===== src/rtl/btn_cmd_arbiter.sv =====
// Push-button front end: per-channel synchronizer, debouncer and press detector
// feeding sticky requests into a round-robin valid/ready command issuer.
module btn_cmd_arbiter #(
    parameter int  N         = 4,
    parameter int  DB_CYCLES = 16,
    localparam int ID_W      = $clog2(N)
) (
    input  logic            clk,
    input  logic            rst,
    input  logic [N-1:0]    btn_in,
    input  logic            cmd_ready,
    output logic            cmd_valid,
    output logic [ID_W-1:0] cmd_id,
    output logic [N-1:0]    btn_level,
    output logic [N-1:0]    pending,
    output logic [N-1:0]    overrun,
    output logic            arb_state
);

    localparam int                CNT_W   = $clog2(DB_CYCLES);
    localparam logic [CNT_W-1:0]  CNT_MAX = CNT_W'(DB_CYCLES - 1);

    // Handshake: a command transfers on a rising clk edge where cmd_valid && cmd_ready;
    // cmd_valid and cmd_id stay constant from the offer until that edge.
    typedef enum logic {IDLE = 1'b0, OFFER = 1'b1} state_t;

    state_t          state, state_next;
    logic [N-1:0]    s1, s2;
    logic [CNT_W-1:0] cnt [N];
    logic [N-1:0]    rise, accept_clr;
    logic            accept, found, valid_next;
    logic [ID_W-1:0] ptr, ptr_next, id_next, sel, cand;

    assign arb_state = (state == OFFER);
    assign accept    = (state == OFFER) && cmd_ready;

    always_ff @(posedge clk or posedge rst) begin
        if (rst) begin
            s1 <= '0;
            s2 <= '0;
        end else begin
            s1 <= btn_in;
            s2 <= s1;
        end
    end

    // A level flips only after DB_CYCLES consecutive disagreeing samples.
    always_ff @(posedge clk or posedge rst) begin
        if (rst) begin
            btn_level <= '0;
            for (int i = 0; i < N; i++) cnt[i] <= '0;
        end else begin
            for (int i = 0; i < N; i++) begin
                if (s2[i] == btn_level[i]) begin
                    cnt[i] <= '0;
                end else if (cnt[i] == CNT_MAX) begin
                    btn_level[i] <= s2[i];
                    cnt[i]       <= '0;
                end else begin
                    cnt[i] <= cnt[i] + 1'b1;
                end
            end
        end
    end

    always_comb begin
        rise       = '0;
        accept_clr = '0;
        for (int i = 0; i < N; i++) begin
            rise[i] = !btn_level[i] && s2[i] && (cnt[i] == CNT_MAX);
        end
        if (accept) accept_clr[cmd_id] = 1'b1;
    end

    // A press on the edge that accepts the same channel re-arms it without overrun.
    always_ff @(posedge clk or posedge rst) begin
        if (rst) begin
            pending <= '0;
            overrun <= '0;
        end else begin
            pending <= (pending & ~accept_clr) | rise;
            overrun <= rise & pending & ~accept_clr;
        end
    end

    // Round-robin search: lowest offset from ptr wins, so iterate offsets downward.
    always_comb begin
        found = 1'b0;
        sel   = ptr;
        cand  = '0;
        for (int k = N - 1; k >= 0; k--) begin
            cand = ID_W'((int'(ptr) + k) % N);
            if (pending[cand]) begin
                found = 1'b1;
                sel   = cand;
            end
        end
    end

    always_comb begin
        state_next = state;
        ptr_next   = ptr;
        id_next    = cmd_id;
        valid_next = cmd_valid;
        case (state)
            IDLE: begin
                if (found) begin
                    state_next = OFFER;
                    id_next    = sel;
                    valid_next = 1'b1;
                end
            end
            OFFER: begin
                if (cmd_ready) begin
                    state_next = IDLE;
                    valid_next = 1'b0;
                    ptr_next   = (cmd_id == ID_W'(N - 1)) ? '0 : cmd_id + 1'b1;
                end
            end
            default: begin
                state_next = IDLE;
                valid_next = 1'b0;
            end
        endcase
    end

    always_ff @(posedge clk or posedge rst) begin
        if (rst) begin
            state     <= IDLE;
            ptr       <= '0;
            cmd_id    <= '0;
            cmd_valid <= 1'b0;
        end else begin
            state     <= state_next;
            ptr       <= ptr_next;
            cmd_id    <= id_next;
            cmd_valid <= valid_next;
        end
    end

endmodule

===== config.mk =====
export PLATFORM = sky130hd
export DESIGN_NAME = btn_cmd_arbiter
export DESIGN_NICKNAME = d
export VERILOG_FILES = /design/src/rtl/btn_cmd_arbiter.sv
export SDC_FILE = /design/constraint.sdc
export NUM_CORES = 1
export LEC_CHECK = 0
export CORE_ASPECT_RATIO = 0.9
export CORE_UTILIZATION = 28
export DETAILED_ROUTE_END_ITERATION = 10
export PLACE_DENSITY = 0.49
export SLEW_MARGIN = 20
export SYNTH_ARGS = -nofsm -noshare
export SYNTH_HDL_FRONTEND = slang
export SYNTH_SLANG_ARGS = --single-unit

===== constraint.sdc =====
create_clock -name clk -period 3.83 [get_ports clk]
set_input_delay 0.383 -clock clk [delete_from_list [all_inputs] [get_ports clk]]
set_output_delay 0.383 -clock clk [all_outputs]
set_load 0.02 [all_outputs]

==> results.md <==
- The number of global-route vias before repair is 1,168.
- The most common library cell in the layout ignoring fill and taps is sky130_fd_sc_hd__dfrtp_1.
- Routability-driven placement finished with a final weighted congestion of 0.6703.
- The shortest clock period the worst path allows after layout is 1.843 ns.
- Headroom to the max-slew limit came out at 44.14%.
- The kind of end point of the critical path is an output port.
- The tightest min-delay check is of the reg -> reg type.
- The first global-routing pass estimated 5485 um of wire.
- The cell area that synthesis handed to floorplanning was 0.001775 mm2.
- In the layout the commonest cells are 42 x sky130_fd_sc_hd__dfrtp_1, 22 x sky130_fd_sc_hd__clkdlybuf4s50_1, 16 x sky130_fd_sc_hd__nand2_1.
- The slew at the pin closest to its max-slew limit is 0.8370 ns.
- In this run the worst path has a maximum fanout of 9.
- The synthesized area per cell is 11.53 um2.
- The final global-route overflow total is 0.
- The HPWL after detailed placement is 2349 um.
- Clock tree synthesis inserted a total of 5 buffers.
- The layout cell share with drive strength beyond 1 is 7.609%.
- Counting every instance in the synthesized netlist gives 154.
- After routing, the total negative slack on setup checks comes to 0 ns.
- Once the floorplan was initialized, standard cells occupied 29.04% of the core.
- Power spread over the standard cell area amounts to 583.5 mW/mm2.
- Post-CTS repair changed the size of 0 cells.
- The total count of max-transition violations in the final report is 0.
- Setup repair after global routing left no endpoint under its margin.
- The worst path meets setup with 1.987 ns of slack.
- Entering global routing, the biggest net connects 24 pins.
- Traced cell by cell, the critical path runs through clkdlybuf4s50_1.
- The area growth from synthesis to layout is 24.45%.
- The distinct cell type count of the synthesized netlist is 29.
- The number of remaining DRC errors is 0.
- After clock tree synthesis, the clock-pin slew on the worst setup and hold paths is 0.08 ns.
- The detail route stage leaves a number of antenna-violating nets equal to 0.
- The required arrival time at the worst endpoint is 3.45 ns.
- Setup violations remaining at the end of the flow were counted as 0.
- From bottom edge to top edge, the die measures 77.55 um.
- The H-tree level count is 2.
- The die outline area is 0.006664 mm2.
- The number of nets in the layout is 202.
- The tool flagged a number of max-cap violations equal to 0.
- The clock network latency to the later pin of the worst-skew pair is 0.28 ns.
- The endpoint arrival time on the critical path is 1.46 ns.
- The number of primary I/O pins is 23.
- Port buffering added 22 buffers.
- Based on the critical path, the design can be clocked at up to 0.5427 GHz.
- The critical path is of the reg -> out type.
- STA classifies the critical path startpoint as a flip-flop.
- Hold timing on the final database bottoms out at a slack of 0.3547 ns.
- The all-layer global routing usage is 10.57%.
- The biggest cell delay along the critical path is 0.66 ns.
- The area of the core is 0.006115 mm2.
- The core occupancy in the finished layout is 36.14%.
- The antenna diode instance count is 0.
- The final hold violation count came to 0.
- Dividing the detail-routed via count by the number of cells gives 4.376.
- The slowest stage cell on the critical path is sky130_fd_sc_hd__clkdlybuf4s50_1.
- The worst path uses 48.11% of the clock period.
- Buffers added to address setup during post-CTS repair amount to 0.
- The clock root buffer is sky130_fd_sc_hd__clkbuf_8.
- Dividing the detail-routed wire length by the instance count gives 11.73 um.
- The cts-stage hold buffer count is 0.
- The initial detailed-routing violation count is 75.
- The via total after detailed routing is 1,186.
- The clock passes through at most 2 buffers.
- The total power consumption of the routed design is 0.001289 W.
- The first detailed-routing pass took 4 iterations.
- At the placement stage, the worst setup path has a slack of 2.062 ns.
- The run finished with clean final reports.
- The total number of placement rows is 27.
- The worst-case IR drop observed on VDD is 0.0001633 V.
- The static power due to leakage is 0.9955 nW.
- The number of sinks handled by clock tree synthesis is 42.
- The cell class contributing the biggest share of worst-path delay is buffers and inverters.
- The synthesized design contains 42 register bits.
- The share of synthesized area occupied by flip-flops and latches is 59.20%.
- TritonCTS built the clock tree.
- Yosys printed 0 warnings.
- The final worst clock skew is 0.004451 ns.
- The sum of routed wire length over all layers is 3179 um.
- The initial antenna violation count was 0.
- The synthesized netlist net count is 173.
- The horizontal die dimension is 85.94 um.
- Counting both buffers and inverters, the worst setup path holds a total of 1.
[layout make-up]
class,instances,area (um2)
fill,596,3905
inverter,9,33.78
sequential,42,1051
multi-input combinational,102,679.4
clock buffer,5,68.82
clock inverter,3,40.04
tap,87,108.9
timing repair buffer,23,227.7
[cell usage after synthesis (all sizes together)]
cell	count	area [um2]
a21o	4	30.03
a31oi	3	18.77
nand2	16	60.06
o31ai	1	7.510
o21a	1	7.510
o21ai	7	38.79
nor2	14	52.55
inv	9	33.78
and2b	1	7.510
or4	1	11.26
mux2i	1	10.01
ha	12	150.1
xnor2	4	35.03
a21oi	6	30.03
nand4b	1	8.760
mux2	1	11.26
nand2b	3	26.27
nor2b	4	25.02
nand4	4	25.02
a311oi	3	26.28
nand3	8	40.04
o32ai	1	8.760
dfrtp	42	1051
a221o	1	11.26
nor3b	4	30.03
buf	1	11.26
or2b	1	7.510
[registers in the layout, indices dropped and copies added (netlist names)]
name	flops
cmd_valid	1
ptr	2
pending	4
cmd_id	2
btn_level	4
arb_state	1
s2	4
overrun	4
cnt	16
s1	4
[final timing paths]
path,startpoint,endpoint,slack [ns],cells after the start
max in group asynchronous,rst,cnt[2],2.48,3
setup / recovery,arb_state,arb_state,1.99,1
min in group asynchronous,rst,s1[3],0.58,2
setup reg to reg,pending[1],cmd_id[0],2.37,4
hold / removal,s1[0],s2[0],0.35,0
hold reg to reg,s1[0],s2[0],0.35,0
[where the power goes]
part	total [W]	switching (W)	internal [W]	leakage, nW
clock	0.000340	0.000148	0.000192	0.0579
combinational	0.000357	0.000177	0.000180	0.393
sequential	0.000592	0.0000886	0.000504	0.545
[metrics by stage]
| step | std cells | instance area (um2) |
|---|---|---|
| after floorplan | 154 | 1775 |
| after global routing | 271 | 2210 |
| after global placement | 263 | 2101 |
| after detailed placement | 263 | 2101 |
| final | 271 | 2210 |
| after CTS | 271 | 2210 |
[cell families (layout without fill, tap and decap cells)]
logic type / count (synthesis) / in the layout / synth area share, %
DFF: 42 / 42 / 59.20
AOI/OAI and AO/OA: 27 / 27 / 10.08
xor gates and xnor gates: 4 / 4 / 1.973
adders and majority gates: 12 / 12 / 8.456
and+or+nand+nor: 57 / 57 / 16.56
buffers and inverters: 10 / 40 / 2.537
muxes: 2 / 2 / 1.198
[per-layer routing]
| layer | track usage (%) | share of wire (%) |
|---|---|---|
| met3 | 2.979 | 3.9 |
| met2 | 17.54 | 48 |
| met1 | 13.19 | 47 |
| met4 | 3.500 | 0.82 |
| met5 | 0 | 0 |
Note: power is estimated with default switching activity, not from simulation.
